===== src/rtl/lpddr2_mem_arbiter.sv =====
// Serializes the CPU fetch port and load/store port into single-word LPDDR2 controller requests.
// Define IFETCH_BUFFER_EN to add a one-entry fetch buffer that short-circuits repeated fetches.
module lpddr2_mem_arbiter #(
    parameter int ADDR_W = 27,
    parameter int DATA_W = 32
) (
    input  logic              iCLK,
    input  logic              iRST_n,
    input  logic              if_req,
    input  logic [ADDR_W-1:0] if_addr,
    output logic [DATA_W-1:0] if_rdata,
    output logic              if_ack,
    input  logic              d_rd,
    input  logic              d_wr,
    input  logic [ADDR_W-1:0] d_addr,
    input  logic [DATA_W-1:0] d_wdata,
    output logic [DATA_W-1:0] d_rdata,
    output logic              d_ack,
    output logic              mem_read_req,
    output logic              mem_write_req,
    output logic [ADDR_W-1:0] mem_addr,
    output logic [DATA_W-1:0] mem_wdata,
    input  logic [DATA_W-1:0] mem_rdata,
    input  logic [3:0]        mem_state,
    output logic              busy
);
    localparam logic [3:0] MEM_IDLE = 4'd1;

    typedef enum logic [2:0] {
        ST_WAIT_INIT,
        ST_IDLE,
        ST_ISSUE,
        ST_WAIT,
        ST_DONE
    } state_t;

    state_t            state_q, state_d;
    logic              gnt_data_q, gnt_data_d;
    logic              xfer_rd_q, xfer_rd_d;
    logic              rd_req_q, rd_req_d;
    logic              wr_req_q, wr_req_d;
    logic [ADDR_W-1:0] addr_q, addr_d;
    logic [DATA_W-1:0] wdata_q, wdata_d;
    logic [DATA_W-1:0] if_rdata_q, if_rdata_d;
    logic [DATA_W-1:0] d_rdata_q, d_rdata_d;
    logic              if_ack_q, if_ack_d;
    logic              d_ack_q, d_ack_d;
    logic              busy_q, busy_d;
    logic              fetch_hit;
    logic [DATA_W-1:0] fetch_buf_data;
    logic              mem_done;

    assign mem_done = (state_q == ST_WAIT) && (mem_state == MEM_IDLE);

`ifdef IFETCH_BUFFER_EN
    logic [ADDR_W-1:0] buf_tag_q, buf_tag_d;
    logic [DATA_W-1:0] buf_data_q, buf_data_d;
    logic              buf_vld_q, buf_vld_d;

    // Refill on every completed fetch; a store to the buffered word invalidates it.
    always_comb begin
        buf_tag_d  = buf_tag_q;
        buf_data_d = buf_data_q;
        buf_vld_d  = buf_vld_q;
        if (mem_done) begin
            if (!gnt_data_q) begin
                buf_tag_d  = addr_q;
                buf_data_d = mem_rdata;
                buf_vld_d  = 1'b1;
            end else if (!xfer_rd_q && (addr_q == buf_tag_q)) begin
                buf_vld_d  = 1'b0;
            end
        end
    end

    always_ff @(posedge iCLK or negedge iRST_n) begin
        if (!iRST_n) begin
            buf_tag_q  <= '0;
            buf_data_q <= '0;
            buf_vld_q  <= 1'b0;
        end else begin
            buf_tag_q  <= buf_tag_d;
            buf_data_q <= buf_data_d;
            buf_vld_q  <= buf_vld_d;
        end
    end

    assign fetch_hit      = buf_vld_q && (if_addr == buf_tag_q);
    assign fetch_buf_data = buf_data_q;
`else
    assign fetch_hit      = 1'b0;
    assign fetch_buf_data = '0;
`endif

    always_comb begin
        state_d    = state_q;
        gnt_data_d = gnt_data_q;
        xfer_rd_d  = xfer_rd_q;
        rd_req_d   = rd_req_q;
        wr_req_d   = wr_req_q;
        addr_d     = addr_q;
        wdata_d    = wdata_q;
        if_rdata_d = if_rdata_q;
        d_rdata_d  = d_rdata_q;
        if_ack_d   = 1'b0;
        d_ack_d    = 1'b0;
        case (state_q)
            ST_WAIT_INIT: if (mem_state == MEM_IDLE) state_d = ST_IDLE;
            ST_IDLE: begin
                if (d_rd || d_wr) begin
                    addr_d     = d_addr;
                    wdata_d    = d_wdata;
                    rd_req_d   = d_rd;
                    wr_req_d   = !d_rd;
                    xfer_rd_d  = d_rd;
                    gnt_data_d = 1'b1;
                    state_d    = ST_ISSUE;
                end else if (if_req) begin
                    if (fetch_hit) begin
                        if_rdata_d = fetch_buf_data;
                        if_ack_d   = 1'b1;
                        state_d    = ST_DONE;
                    end else begin
                        addr_d     = if_addr;
                        rd_req_d   = 1'b1;
                        xfer_rd_d  = 1'b1;
                        gnt_data_d = 1'b0;
                        state_d    = ST_ISSUE;
                    end
                end
            end
            // Drop the strobe as soon as the controller has left IDLE so it cannot re-issue.
            ST_ISSUE: begin
                if (mem_state != MEM_IDLE) begin
                    rd_req_d = 1'b0;
                    wr_req_d = 1'b0;
                    state_d  = ST_WAIT;
                end
            end
            ST_WAIT: begin
                if (mem_state == MEM_IDLE) begin
                    if (xfer_rd_q && gnt_data_q)  d_rdata_d  = mem_rdata;
                    if (xfer_rd_q && !gnt_data_q) if_rdata_d = mem_rdata;
                    if_ack_d = !gnt_data_q;
                    d_ack_d  = gnt_data_q;
                    state_d  = ST_DONE;
                end
            end
            ST_DONE: state_d = ST_IDLE;
            default: state_d = ST_WAIT_INIT;
        endcase
        busy_d = (state_d != ST_IDLE);
    end

    always_ff @(posedge iCLK or negedge iRST_n) begin
        if (!iRST_n) begin
            state_q    <= ST_WAIT_INIT;
            gnt_data_q <= 1'b0;
            xfer_rd_q  <= 1'b0;
            rd_req_q   <= 1'b0;
            wr_req_q   <= 1'b0;
            addr_q     <= '0;
            wdata_q    <= '0;
            if_rdata_q <= '0;
            d_rdata_q  <= '0;
            if_ack_q   <= 1'b0;
            d_ack_q    <= 1'b0;
            busy_q     <= 1'b0;
        end else begin
            state_q    <= state_d;
            gnt_data_q <= gnt_data_d;
            xfer_rd_q  <= xfer_rd_d;
            rd_req_q   <= rd_req_d;
            wr_req_q   <= wr_req_d;
            addr_q     <= addr_d;
            wdata_q    <= wdata_d;
            if_rdata_q <= if_rdata_d;
            d_rdata_q  <= d_rdata_d;
            if_ack_q   <= if_ack_d;
            d_ack_q    <= d_ack_d;
            busy_q     <= busy_d;
        end
    end

    assign if_rdata      = if_rdata_q;
    assign if_ack        = if_ack_q;
    assign d_rdata       = d_rdata_q;
    assign d_ack         = d_ack_q;
    assign mem_read_req  = rd_req_q;
    assign mem_write_req = wr_req_q;
    assign mem_addr      = addr_q;
    assign mem_wdata     = wdata_q;
    assign busy          = busy_q;
endmodule


===== config.mk =====
export PLATFORM = sky130hd
export DESIGN_NAME = lpddr2_mem_arbiter
export DESIGN_NICKNAME = d
export VERILOG_FILES = /design/src/rtl/lpddr2_mem_arbiter.sv
export SDC_FILE = /design/constraint.sdc
export NUM_CORES = 1
export LEC_CHECK = 0
export CAP_MARGIN = 40
export CELL_PAD_IN_SITES_DETAIL_PLACEMENT = 1
export CELL_PAD_IN_SITES_GLOBAL_PLACEMENT = 2
export CORE_MARGIN = 4
export CORE_UTILIZATION = 24
export CTS_CLUSTER_DIAMETER = 40
export DETAILED_ROUTE_END_ITERATION = 10
export PLACE_DENSITY_LB_ADDON = 0.1
export SKIP_LAST_GASP = 1
export SLEW_MARGIN = 20
export SYNTH_ARGS = -nofsm -noshare
export SYNTH_HDL_FRONTEND = slang
export SYNTH_SLANG_ARGS = --single-unit
export TNS_END_PERCENT = 100

===== constraint.sdc =====
create_clock -name iCLK -period 1.67 [get_ports iCLK]
set_clock_uncertainty 0.15 [all_clocks]
set_input_delay 0.334 -clock iCLK [delete_from_list [all_inputs] [get_ports iCLK]]
set_output_delay 0.334 -clock iCLK [all_outputs]
set_load 0.02 [all_outputs]

Word-level counts from Yosys, hierarchy flattened
Index checks and enable logic that the tools add are counted.

Bits in registers: 133. Input port bits: 127. Output and inout port bits: 128.

Reductions and logical operators: 14. Eq/ne operators: 10. Muxes and demuxes: 20.

Operator list (count): $mux W27 (2); $mux W3 (5); $pmux W3 S5 (1); $reduce_and A3 Y1 (4); $mux W1 (10); $eq A3 B2 Y1 const B (2); $eq A4 B1 Y1 const B (1); $ne A2 B2 Y1 const B (2); $ne A4 B1 Y1 const B (1); $pmux W1 S2 (2); $reduce_and A2 Y1 (2); $reduce_bool A2 Y1 (2); $eq A3 B1 Y1 const B (1); $eq A3 B3 Y1 const B (1); $logic_not A3 Y1 (1); $ne A3 B1 Y1 const B (1); $ne A3 B3 Y1 const B (1); $logic_and A1 B1 Y1 (2); $logic_not A1 Y1 (2); $logic_or A1 B1 Y1 (1).

Logic depth before layout (Yosys ltp)
Gate-level depths: netlist of run 1.

Word-level depth: 4. Depth in mapped cells: 4. Depth with buffers taken out: 3.

Worst setup path after synthesis of run 1
Ideal clock, no wire load.

Kind: input -> register. Start: input mem_state[1]. End: register if_rdata_q[10] (netlist: if_rdata[10]). Buffers on the path: 1. Setup time: 0.125 ns. Arrival time: 1.807 ns. Cell stages on the path: 4. Slack: -0.412 ns. Path through: or4b_4 nor4_4 buf_6 mux2_2.

Cells in the longest elaborated chain, start to end: 2.

RTL lines: start: declaration (RTL line 24) `input logic [3:0] mem_state,`; $eq A4 B1 Y1 (RTL line 141) `if (mem_state == MEM_IDLE) begin`; $reduce_and A3 Y1 (no line); end signal: assignment (RTL line 177) `if_rdata_q <= if_rdata_d;`; end: declaration (RTL line 44) `logic [DATA_W-1:0] if_rdata_q, if_rdata_d;`.

Every way passes these cells. A chain may end at the register's enable or synchronous reset.

Final worst setup path of run 1
Start: register state_q[2]. End: register if_rdata_q[12] (netlist: if_rdata[12]).

Cells in the longest elaborated chain, start to end: 2.

RTL lines: start: declaration (RTL line 37) `state_t state_q, state_d;`; start signal: assignment (RTL line 170) `state_q <= state_d;`; $eq A3 B2 Y1 (RTL line 107) `case (state_q)`; $reduce_and A3 Y1 (no line).

Every way passes these cells.

==> results of run 1 <==
-- registers in the layout, summed over array words and instances, names as in the netlist --
signal and cells:
mem_read_req 1, gnt_data_q 1, mem_write_req 1, mem_addr 27
d_rdata 32, state_q 3, if_ack 1, xfer_rd_q 1
mem_wdata 32, if_rdata 32, busy 1, d_ack 1
-- worst register-to-register path, delay by kind of cell (launching register included) --
family / cells / cell delay, ns
buffers and inverters: 4 / 0.57
DFF: 1 / 0.38
and+or+nand+nor: 2 / 0.36
muxes: 1 / 0.30
-- cells in the final DEF, fill, tap and decap left out, types with 2 or more instances in the layout --
cell type,Yosys,layout
a21o_1,2,2
buf_12,0,9
buf_16,0,5
buf_2,5,3
buf_4,3,25
buf_6,3,12
bufbuf_16,0,2
bufinv_16,0,2
clkbuf_16,0,19
clkdlybuf4s15_1,0,14
clkdlybuf4s50_1,0,119
clkinv_4,0,2
clkinvlp_4,0,4
dfrtp_1,133,133
diode_2,0,2
dlygate4sd2_1,0,116
inv_6,0,3
mux2_2,146,86
mux2_4,0,64
nand2_1,2,2
nand3b_1,2,2
nor2b_1,2,2
-- final cells by class --
cell class / instances / area [um2] / share of cell area
flip-flops and latches: 133 / 3330 / 0.346
inverters: 1 / 3.75 / 0.000391
repair buffers: 308 / 3130 / 0.325
well taps: 280 / 350 / 0.0364
diodes: 2 / 5.00 / 0.000521
multi-input cells: 180 / 2210 / 0.230
clock buffers: 18 / 439 / 0.0457
clock inverters: 13 / 150 / 0.0156
-- cell usage after synthesis --
cell | n | area share
a21bo_2 | 1 | 0.0019
a21o_1 | 2 | 0.0028
a22oi_1 | 2 | 0.0028
a31o_2 | 1 | 0.0016
a32o_1 | 1 | 0.0019
and2_1 | 1 | 0.0012
buf_1 | 2 | 0.0014
buf_2 | 5 | 0.0047
buf_4 | 3 | 0.0042
buf_6 | 3 | 0.0063
clkbuf_1 | 1 | 0.00070
dfrtp_1 | 133 | 0.62
inv_1 | 1 | 0.00070
mux2_1 | 4 | 0.0084
mux2_2 | 146 | 0.31
nand2_1 | 2 | 0.0014
nand2b_1 | 2 | 0.0023
nand3b_1 | 2 | 0.0028
nor2_1 | 2 | 0.0014
nor2b_1 | 2 | 0.0023
nor3_1 | 2 | 0.0019
nor3_4 | 1 | 0.0030
nor3b_1 | 2 | 0.0028
nor4_4 | 1 | 0.0040
nor4b_1 | 1 | 0.0016
o21ai_1 | 1 | 0.00094
o21bai_1 | 1 | 0.0014
o22ai_1 | 1 | 0.0012
or3_1 | 1 | 0.0012
or4b_4 | 1 | 0.0026
-- cells by family (layout without fill, tap and decap cells) --
kind of cell / count (synthesis) / count (layout) / synth area share
compound gates: 10 / 10 / 0.0145
buf+inv: 15 / 340 / 0.0180
mux: 150 / 150 / 0.316
flops: 133 / 133 / 0.623
other cells: 0 / 2 / 0
simple gates: 20 / 20 / 0.0286
-- per-layer routing --
layer | part of all wire | global-route usage
met1 | 0.40 | 0.173
met2 | 0.52 | 0.251
met5 | 0 | 0
met4 | 0.0089 | 0.0385
met3 | 0.075 | 0.0528
-- metrics by stage --
stage | hold WS [ns] | setup slack, ns
2_1_floorplan | -0.112 | -0.411
3_3_place_gp | 0.0895 | -0.860
3_5_place_dp | 0.0937 | -0.871
4_1_cts | 0.212 | -0.176
5_1_grt | 0.229 | -0.289
6_report | 0.222 | -0.204
-- path summary, 6_finish.rpt --
kind | startpoint | endpoint | slack, ns | cells past startpoint
setup / recovery | state_q[2]$_DFF_PN0_ | if_rdata[12]$_DFFE_PN0P_ | -0.20 | 7
hold / removal | iRST_n | d_rdata[26]$_DFFE_PN0P_ | 0.22 | 2
setup reg to reg | state_q[2]$_DFF_PN0_ | if_rdata[12]$_DFFE_PN0P_ | -0.20 | 7
hold reg to reg | mem_wdata[27]$_DFFE_PN0P_ | mem_wdata[27]$_DFFE_PN0P_ | 0.35 | 1
max in group asynchronous | iRST_n | mem_wdata[11]$_DFFE_PN0P_ | 0.58 | 3
min in group iCLK | mem_state[2] | if_ack$_DFF_PN0_ | 0.30 | 5
-- repair_timing --
item / 4_1_cts / 5_1_grt
pin swaps: 3 / 1
setup buffers: 14 / 2
hold buffers: 1 / 0
gates cloned: 8 / 3
gates resized for setup: 193 / 20
setup endpoints to repair: 249 / 140
endpoints found under the hold margin: 67 / 0
-- where the power goes --
group          leakage, nW  internal (W)  switching [W]  total (W)
logic                 2.52       0.00415        0.00389    0.00803
registers             1.64       0.00477       0.000808    0.00557
clock network        0.277       0.00225        0.00148    0.00373
total                 4.44        0.0112        0.00618     0.0173
==> reports/qor.csv, run 1 <==
stage,metric,value,unit
outcome,status,"complete, but fails checks",
outcome,failing checks,negative setup slack,
final_layout,Area Overhead vs Synth,79.9,%
yosys,"Net Count, Synth",455,
clocking,CTS tree,yes,
detailed_routing,WL final,18400,um
run,Max Cap Viol,0,
pwr,P_leak,4.44,nW
clocking,TritonCTS buffer count,17,
clocking,root buffer cell,clkbuf_16,
clocking,clock buffer depth,2,
detailed_routing,DRC Markers,0,
worst_setup_path,critical path's top delay family,buffers and inverters,
place,Area after DPL,0.00860,mm2
yosys,Netlist cell types,30,
sta,period utilization,1.12,
final_layout,fillers,2252,
worst_setup_path,crit path cell chain,nand3b_1 -> buf_6 -> nor4_4 -> buf_4 -> buf_12 -> buf_16 -> mux2_4,
floorplan,FP Rows,54,
floorplan,core box area,0.0219,mm2
clocking,H-tree depth,4,
min_path,Hold Crit Class,in2async,
grt,initial antenna violation count,2,
sta,FMAX,534,MHz
grt,largest net degree at the start of global routing,46,
detailed_routing,via/cell ratio,4.29,
worst_setup_path,crit path DAT,2.02,ns
worst_setup_path,"Largest stage delay, worst path",0.38,ns
worst_setup_path,Crit-path slowest cell,dfrtp_1,
floorplan,DIE HEIGHT,157,um
worst_setup_path,Crit Path Class,reg2reg,
yosys,Synth Warn #,0,
detailed_routing,wire per inst,19.7,um
pwr,power density over the cells,1800,mW/mm2
grt,first-pass GRT wire length,27100,um
floorplan,Die Width,157,um
clocking,worst skew pair latency,0.41,ns
worst_setup_path,CP Buf/Inv Count,4,
sta,TNS Setup,-13.61,ns
sta,max_slew headroom,0.781,
sta,# setup viols final,126,
sta,Final Critical Period,1.87,ns
worst_setup_path,CP Capture Type,flop,
pwr,total power,0.0173,W
final_layout,fraction of layout cells with a size suffix above 1,0.383,
worst_setup_path,WP data required,1.81,ns
sta,"Hold Vio Cnt, Final",0,
detailed_routing,initial DRC count,111,
yosys,Mapped Area,0.00534,mm2
detailed_routing,first-pass detailed-route iteration total,4,
final_layout,Post-layout nets,768,
final_layout,fin area,0.00961,mm2
pwr,peak supply drop,0.646,mV
grt,GRT Total Usage,0.146,
final_layout,Non-Filler Instances,935,
clocking,# clock sinks,133,
yosys,Gate Count Post-Synth,328,
sta,Final Max Tran Viols,0,
yosys,sequential share of the synthesized area,0.623,
worst_setup_path,crit-path max FO,8,
clocking,clk slew on worst S/H paths,0.06,ns
worst_setup_path,type of origin of the critical path,flop,
yosys,syn avg cell area,16.3,um2
sta,Setup WS post-layout,-0.204,ns
sta,Tightest Pin Transition,0.324,ns
place,Buffers on Ports,254,
grt,number of global-route vias before repair,4590,
yosys,Yosys reg bits,133,
final_layout,final core utilization,0.439,
floorplan,die footprint,0.0247,mm2
floorplan,Initial Util,0.244,
place,Final Wtd Congestion,0.735,
sta,RSZ-0062 raised after global routing,true,
detailed_routing,post-route ant nets,0,
place,hpwl dp,12300,um
detailed_routing,vias post-DR,4009,
floorplan,IO Pins,255,
place,# placed instances,876,
grt,remaining global-route overflow,0,
(Power assumes the default switching activity.)
==> run 2: changes to the inputs <==
Settings changed: CORE_ASPECT_RATIO set to 0.75, SETUP_SLACK_MARGIN set to 0.5.
==> reports/qor.csv, run 2 (synthesis gave the netlist of run 1 again) <==
stage,metric,value,unit
floorplan,Initial Util,0.248,
worst_setup_path,Crit-path slowest cell,or4b_4,
final_layout,"most common cell after layout, fill and taps aside",buf_6,
detailed_routing,vias post-DR,4218,
floorplan,DIE HEIGHT,137,um
clocking,# clock sinks,133,
grt,largest net degree at the start of global routing,38,
clocking,root buffer cell,clkbuf_16,
worst_setup_path,r2r startpoint,state_q[2]$_DFF_PN0_,
worst_setup_path,crit path DAT,2.01,ns
detailed_routing,via/cell ratio,4.23,
final_layout,fraction of layout cells with a size suffix above 1,0.622,
final_layout,fillers,2131,
grt,first-pass GRT wire length,27300,um
place,Buffers on Ports,254,
worst_setup_path,Crit Path Class,in2reg,
pwr,total power,0.0199,W
sta,Final Critical Period,1.87,ns
detailed_routing,DRC Markers,0,
final_layout,final core utilization,0.487,
place,hpwl dp,12600,um
sta,"Hold Vio Cnt, Final",0,
run,Max Cap Viol,0,
floorplan,die footprint,0.0247,mm2
worst_setup_path,most frequent CP cell,buf_6,
pwr,peak supply drop,0.670,mV
sta,# setup viols final,97,
grt,number of global-route vias before repair,4640,
clocking,TritonCTS buffer count,17,
sta,max_slew headroom,0.782,
worst_setup_path,WP data required,1.81,ns
sta,Tightest Pin Transition,0.327,ns
worst_setup_path,FF-to-FF path depth,6,
outcome,status,"complete, but fails checks",
sta,period utilization,1.12,
clocking,worst skew pair latency,0.41,ns
clocking,clock buffer depth,2,
sta,Final Max Tran Viols,0,
floorplan,core box area,0.0215,mm2
clocking,CTS tree,yes,
grt,remaining global-route overflow,0,
worst_setup_path,type of origin of the critical path,input port,
worst_setup_path,"Largest stage delay, worst path",0.57,ns
clocking,H-tree depth,4,
place,# placed instances,887,
sta,RSZ-0062 raised after global routing,true,
final_layout,Area Overhead vs Synth,96.0,%
worst_setup_path,Worst Setup SP,mem_state[3],
final_layout,"commonest cells after routing, fill and taps aside","buf_6 (139), dfrtp_1 (132), clkdlybuf4s50_1 (119)",
detailed_routing,post-route ant nets,0,
grt,initial antenna violation count,2,
final_layout,Non-Filler Instances,996,
floorplan,IO Pins,255,
place,Final Wtd Congestion,0.736,
final_layout,sequential standard cell area,0.00333,mm2
pwr,P_leak,4.83,nW
final_layout,Multi-input gate area,0.00235,mm2
clocking,clk slew on worst S/H paths,0.06,ns
outcome,failing checks,negative setup slack,
place,pre-CTS setup slack,-0.940,ns
grt,GRT Total Usage,0.143,
pwr,power density over the cells,1900,mW/mm2
detailed_routing,WL final,18600,um
min_path,Hold Crit Class,in2async,
worst_setup_path,crit-path max FO,5,
detailed_routing,initial DRC count,102,
worst_setup_path,crit path cell chain,buf_6 -> or4b_4 -> buf_6 -> nor3_4 -> buf_6 -> clkbuf_16 -> mux2_4,
detailed_routing,wire per inst,18.7,um
sta,Setup WS post-layout,-0.198,ns
detailed_routing,first-pass detailed-route iteration total,4,
floorplan,Die Width,180,um
floorplan,FP Rows,46,
worst_setup_path,CP Capture Type,flop,
sta,FMAX,535,MHz
final_layout,Post-layout nets,821,
[run 2: through the flow]
stage          hold WS, ns  TNS, ns  area, um2
6_report             0.219   -14.42      10500
5_1_grt              0.240   -19.14      10500
4_1_cts              0.204   -13.99       9930
3_3_place_gp        0.0948   -78.79       8750
2_1_floorplan       -0.112   -21.97       5670
3_5_place_dp        0.0953   -82.43       8750
[run 2: area by class of cell]
class / count / share of cell area
inverters: 1 / 0.000358
clock buffers: 18 / 0.0419
flip-flops and latches: 133 / 0.318
diodes: 2 / 0.000478
clock inverters: 13 / 0.0141
multi-input cells: 180 / 0.225
well taps: 288 / 0.0344
repair buffers: 361 / 0.366
[run 2: critical path, delay by kind of cell]
| family | cells | cell delay, ns |
|---|---|---|
| and+or+nand+nor | 2 | 0.76 |
| buffers and inverters | 4 | 0.62 |
| muxes | 1 | 0.30 |
[run 2: path summary, 6_finish.rpt]
check	end	slack [ns]
max	d_rdata[21]$_DFFE_PN0P_	-0.20
min	d_rdata[30]$_DFFE_PN0P_	0.22
max reg2reg	if_rdata[19]$_DFFE_PN0P_	-0.17
min reg2reg	mem_addr[8]$_DFFE_PN0P_	0.38
max in group asynchronous	mem_addr[19]$_DFFE_PN0P_	0.63
min in group iCLK	if_ack$_DFF_PN0_	0.32
[run 2: per-layer routing]
layer	wire [um]	GRT usage	vias up	share of wire
met5	0	0	-	0
met4	165	0.0416	0	0.0089
met3	1420	0.0570	11	0.076
met2	8900	0.229	156	0.48
met1	8140	0.180	2130	0.44
li1	-	-	1921	-
[run 2: repair_timing]
item | in CTS | in global routing
hold buffers | 1 | 0
resized for setup | 731 | 126
endpoints found under the hold margin | 133 | 0
setup buffers | 36 | 31
endpoints found under the setup margin | 261 | 261
pin swaps | 3 | 7
gates cloned | 3 | 5
[run 2: power by group]
group / total, W / switching, W / internal [W]
clock network: 0.00375 / 0.00150 / 0.00225
registers: 0.00595 / 0.00117 / 0.00478
logic: 0.0102 / 0.00407 / 0.00614
total: 0.0199 / 0.00674 / 0.0132
==> patch 1: new RTL, flow settings as in run 2 <==
Encoding of `state_t`: now Gray code (3 bits for 5 states).
--- a/src/rtl/lpddr2_mem_arbiter.sv
+++ b/src/rtl/lpddr2_mem_arbiter.sv
@@ -29,7 +29,7 @@
     typedef enum logic [2:0] {
-        ST_WAIT_INIT,
-        ST_IDLE,
-        ST_ISSUE,
-        ST_WAIT,
-        ST_DONE
+        ST_WAIT_INIT = 3'b000,
+        ST_IDLE      = 3'b001,
+        ST_ISSUE     = 3'b011,
+        ST_WAIT      = 3'b010,
+        ST_DONE      = 3'b110
     } state_t;
Formal check against the unedited RTL: same outputs for any inputs over 4 cycles, from zero or initial values and one cycle with iRST_n low; so few cycles prove little.
==> patch 1 against run 2 <==
- the run still ends with negative setup slack left
- clock power increased by 2%
- sequential cell count unchanged
- routed wire length fell by 1.3%
- critical endpoint is now mem_wdata[16]
- first-iteration DRC count grew 38%
- synthesized area grew 3.5%
- register-to-register slack improved by 60 ps
- cell area decreased by 2.3%
- die area grew 3.3%
- power shrank 9.5%
- worst setup slack improved by 84 ps
- critical path depth decreased by 3
==> patch 1: results (changes against run 2) <==
\begin{tabular}{lr}
\hline
Metric & Value \\
\hline
\multicolumn{2}{l}{\textbf{Setup path}} \\
\quad Reg2Reg Capture Point & mem\_wdata[16] \\
\quad Cell with the biggest individual delay on the critical path & or3\_4 \\
\quad Reg2Reg Depth & 4 (-2) \\
\quad Worst Setup SP & state\_q[2] \\
\quad Largest driver fanout on the critical path & 16 (+11) \\
\quad Largest stage delay on the critical path & 450 ps (-120 ps) \\
\quad WS Path Type & flop to flop \\
\multicolumn{2}{l}{\textbf{Global route}} \\
\quad Global routing usage on met1 & 17.9\% (-0.12 points) \\
\quad Number of antenna violations at the first check in global routing & 1 (-1) \\
\quad Pin count of the biggest net entering global routing & 41 (+7.9\%) \\
\quad Met2 Resource Use GR & 22.3\% (-0.61 points) \\
\quad Met3 layer usage reported by global route & 5.87\% (+0.17 points) \\
\quad Tot GR Track Use & 14.1\% (-0.19 points) \\
\quad Global-route wire length before repair & 27900 µm (+2.3\%) \\
\multicolumn{2}{l}{\textbf{Placement}} \\
\quad Placed cell area & 8620 µm² (-1.5\%) \\
\quad Global placement routability congestion & 0.743 (+0.98\%) \\
\quad Setup slack at placement & -591 ps (+348 ps) \\
\multicolumn{2}{l}{\textbf{Synth}} \\
\quad Cell types with the highest counts after synthesis & 133 x dfrtp\_1, 116 x mux2\_2, 32 x mux2\_4, 9 x buf\_6, 6 x buf\_2 \\
\quad Library cells used by synthesis & 28 (-6.7\%) \\
\quad Syn\_nets & 457 (+0.44\%) \\
\quad Mapped Avg Cell Area & 16.8 µm² (+2.9\%) \\
\multicolumn{2}{l}{\textbf{STA}} \\
\quad Worst Tran Pin Value & 294 ps (-33.2 ps) \\
\quad Worst-case setup margin in the final layout & -113 ps (+84.3 ps) \\
\quad Total negative slack & -8390 ps (+6030 ps) \\
\quad Setup violations, final & 118 (+22\%) \\
\multicolumn{2}{l}{\textbf{Power}} \\
\quad Worst vdd rail ir drop & 0.000637 V (-5.0\%) \\
\quad Leakage & 4.82 nW (-0.26\%) \\
\quad Net switching share of the total power & 33.6\% (-0.24 points) \\
\multicolumn{2}{l}{\textbf{Final layout}} \\
\quad Nets & 810 (-1.3\%) \\
\quad Fillers & 2238 (+5.0\%) \\
\multicolumn{2}{l}{\textbf{Route}} \\
\quad First-pass iteration count of the detailed router & 3 (-1) \\
\quad Total wirelength of the detailed-routed design & 18400 µm (-1.3\%) \\
\quad Via density & 4.18 (-1.4\%) \\
\quad Top sig layer & met5 \\
\quad Detailed route wirelength on metal2 & 8650 µm (-2.8\%) \\
\quad Iteration-0 DRC Markers & 141 (+38\%) \\
\quad Vias post-DR & 4139 (-1.9\%) \\
\quad Met1 WL & 7970 µm (-2.2\%) \\
\quad Routed length on met3 & 1570 µm (+11\%) \\
\multicolumn{2}{l}{\textbf{Outcome}} \\
\quad Result of the run & complete, but fails checks \\
\quad Failing checks & negative setup slack \\
\hline
\end{tabular}
-- patch 1: cell count changes in the layout (fill, tap and decap cells not counted), sizes merged, moves of 3 or more --
cell,before,now
or3,1,6
buf,234,221
mux2i,0,3
inv,6,9
-- patch 1: power groups by stage --
stage	Combinational, mW	Clock, mW	Sequential (mW)
after global routing	8.95	4.13	5.91
after detailed placement	7.37	0	5.51
final	8.49	3.81	5.72
after CTS	8.29	3.94	5.73
after floorplan	1.79	0	7.15
after global placement	7.29	0	5.44
-- patch 1: cell type report --
class,count,share of cell area (%)
clock buffers,20,4.46
inverters,4,0.147
flip-flops and latches,133,32.5
well taps,294,3.60
repair buffers,346,36.5
diodes,1,0.0245
clock inverters,12,1.39
multi-input cells,181,21.3
-- patch 1: worst min path at each step --
stage	to	slack [ps]	cells past startpoint	from
finish	mem_wdata[30]	180	2	iRST_n
global route	mem_write_req	180	3	d_rd
CTS	mem_wdata[26]	180	2	iRST_n
detailed placement	mem_wdata[26]	60	1	iRST_n
global placement	mem_wdata[26]	50	1	iRST_n
floorplan	busy	-110	0	iRST_n
-- patch 1: logic make-up (layout without fill, tap and decap cells) --
family,after synthesis,in the layout,synth area share (%)
and+or+nand+nor,17,20,2.85
muxes,153,153,33.3
DFF,133,133,60.2
buffers and inverters,19,382,2.65
AOI/OAI and AO/OA,8,8,1.06
other,0,1,0
-- patch 1: what timing repair did --
item / CTS / global route
pin swaps: 9 / 7
gates cloned: 9 / 3
hold endpoints to repair: 133 / 0
gates resized for setup: 812 / 28
buffers inserted: 42 / 16
endpoints found under the setup margin: 261 / 261
hold buffers: 1 / 0
-- patch 1: worst register-to-register path: stages, from the launching register on --
cell and delay (ps):
dfrtp_1 400, nand2b_4 190, or3_4 450, buf_12 190
mux2_2 280
==> patch 2: new RTL, flow settings as in run 2 <==
Without the edit above. Set the parameter `DATA_W` to 24 (it was 32).
--- a/src/rtl/lpddr2_mem_arbiter.sv
+++ b/src/rtl/lpddr2_mem_arbiter.sv
@@ -4,3 +4,3 @@
     parameter int ADDR_W = 27,
-    parameter int DATA_W = 32
+    parameter int DATA_W = 24
 ) (
Ports: changed (5 resized); port bits go from 255 to 215. The function was not compared with the original's and may differ.
==> patch 2 against run 2 <==
- the flow still finishes with violations (negative setup slack)
- sequential share of layout area is essentially flat
- power down 23%
- cell area down 18%
- worst setup slack worse by 48 ps
- synthesized area shrank 15%
- via count shrank 17%
- routed wire length is 18% lower
- sequential cell count decreased by 24
- critical path type unchanged
- largest power group unchanged
==> patch 2: results (changes against run 2) <==
\begin{tabular}{lr}
\hline
Metric & Value \\
\hline
\multicolumn{2}{l}{\textbf{Global route}} \\
\quad Number of antenna violations at the first check in global routing & 0 (-2) \\
\quad Global-route wire length before repair & 23100 µm (-15\%) \\
\quad Global routing usage on met1 & 18.3\% (+0.29 points) \\
\quad Pin count of the biggest net entering global routing & 77 (+100\%) \\
\quad Met2 Resource Use GR & 23.2\% (+0.30 points) \\
\multicolumn{2}{l}{\textbf{Clocking}} \\
\quad Latest clock arrival within the worst-skew pair & 340 ps (-70 ps) \\
\quad H-tree level count & 3 (-1) \\
\quad Number of buffers created by CTS & 9 (-8) \\
\multicolumn{2}{l}{\textbf{Route}} \\
\quad Iteration-0 DRC Markers & 108 (+5.9\%) \\
\quad Routed wire per std cell & 18.2 µm (-2.7\%) \\
\quad Met1 WL & 6920 µm (-15\%) \\
\quad Via density & 4.18 (-1.3\%) \\
\quad Detailed route wirelength on metal2 & 7390 µm (-17\%) \\
\quad Routed length on met3 & 768 µm (-46\%) \\
\quad First-pass iteration count of the detailed router & 3 (-1) \\
\quad Vias post-DR & 3502 (-17\%) \\
\multicolumn{2}{l}{\textbf{Outcome}} \\
\quad Failing checks & negative setup slack \\
\quad Result of the run & complete, but fails checks \\
\multicolumn{2}{l}{\textbf{STA}} \\
\quad Headroom to the max-slew limit & 71.2\% (-7.0 points) \\
\quad Worst-case setup margin in the final layout & -246 ps (-48.3 ps) \\
\quad Setup violations, final & 95 (-2.1\%) \\
\multicolumn{2}{l}{\textbf{Power}} \\
\quad Leakage & 3.96 nW (-18\%) \\
\quad Internal power of the cells & 10.1 mW (-23\%) \\
\quad Net Switching & 5.33 mW (-21\%) \\
\multicolumn{2}{l}{\textbf{Placement}} \\
\quad Global placement routability congestion & 0.666 (-9.5\%) \\
\quad DP Wirelength & 10100 µm (-20\%) \\
\quad Number of input and output port buffers inserted & 214 (-16\%) \\
\quad Placed cell area & 7410 µm² (-15\%) \\
\multicolumn{2}{l}{\textbf{Final layout}} \\
\quad Fraction of final layout cells sized beyond drive strength 1 & 60.7\% (-1.4 points) \\
\multicolumn{2}{l}{\textbf{Synth}} \\
\quad Syn\_nets & 389 (-15\%) \\
\quad Post-synthesis mux area share & 33.0\% (+1.4 points) \\
\multicolumn{2}{l}{\textbf{Hold path}} \\
\quad Worst Hold Class & input port to flop \\
\hline
\end{tabular}
patch 2: cell types whose count changed after synthesis:
cell / change
mux2_2: -40
buf_1: -1
clkbuf_1: +5
dfrtp_1: -24
mux2_1: -4
buf_4: -1
buf_2: -5
mux2_4: +20
patch 2: cell type report:
type                       count  area, µm²
timing repair buffer         309       3270
sequential                   109       2730
multi-input combinational    156       1990
clock buffer                  10        229
tap                          247        309
fill                        1867       9930
clock inverter                 6       48.8
inverter                       1       3.75
patch 2: path summary, 6_finish.rpt:
check | start | cells after the start | slack, ps | endpoint
min in group asynchronous | iRST_n | 3 | 380 | mem_wdata[6]
max | mem_state[1] | 7 | -250 | d_rdata[19]
max in group asynchronous | iRST_n | 3 | 630 | d_rdata[5]
min | mem_state[2] | 4 | 280 | state_q[1]
max reg2reg | state_q[2] | 6 | -190 | d_rdata[19]
min reg2reg | mem_wdata[3] | 1 | 380 | mem_wdata[3]
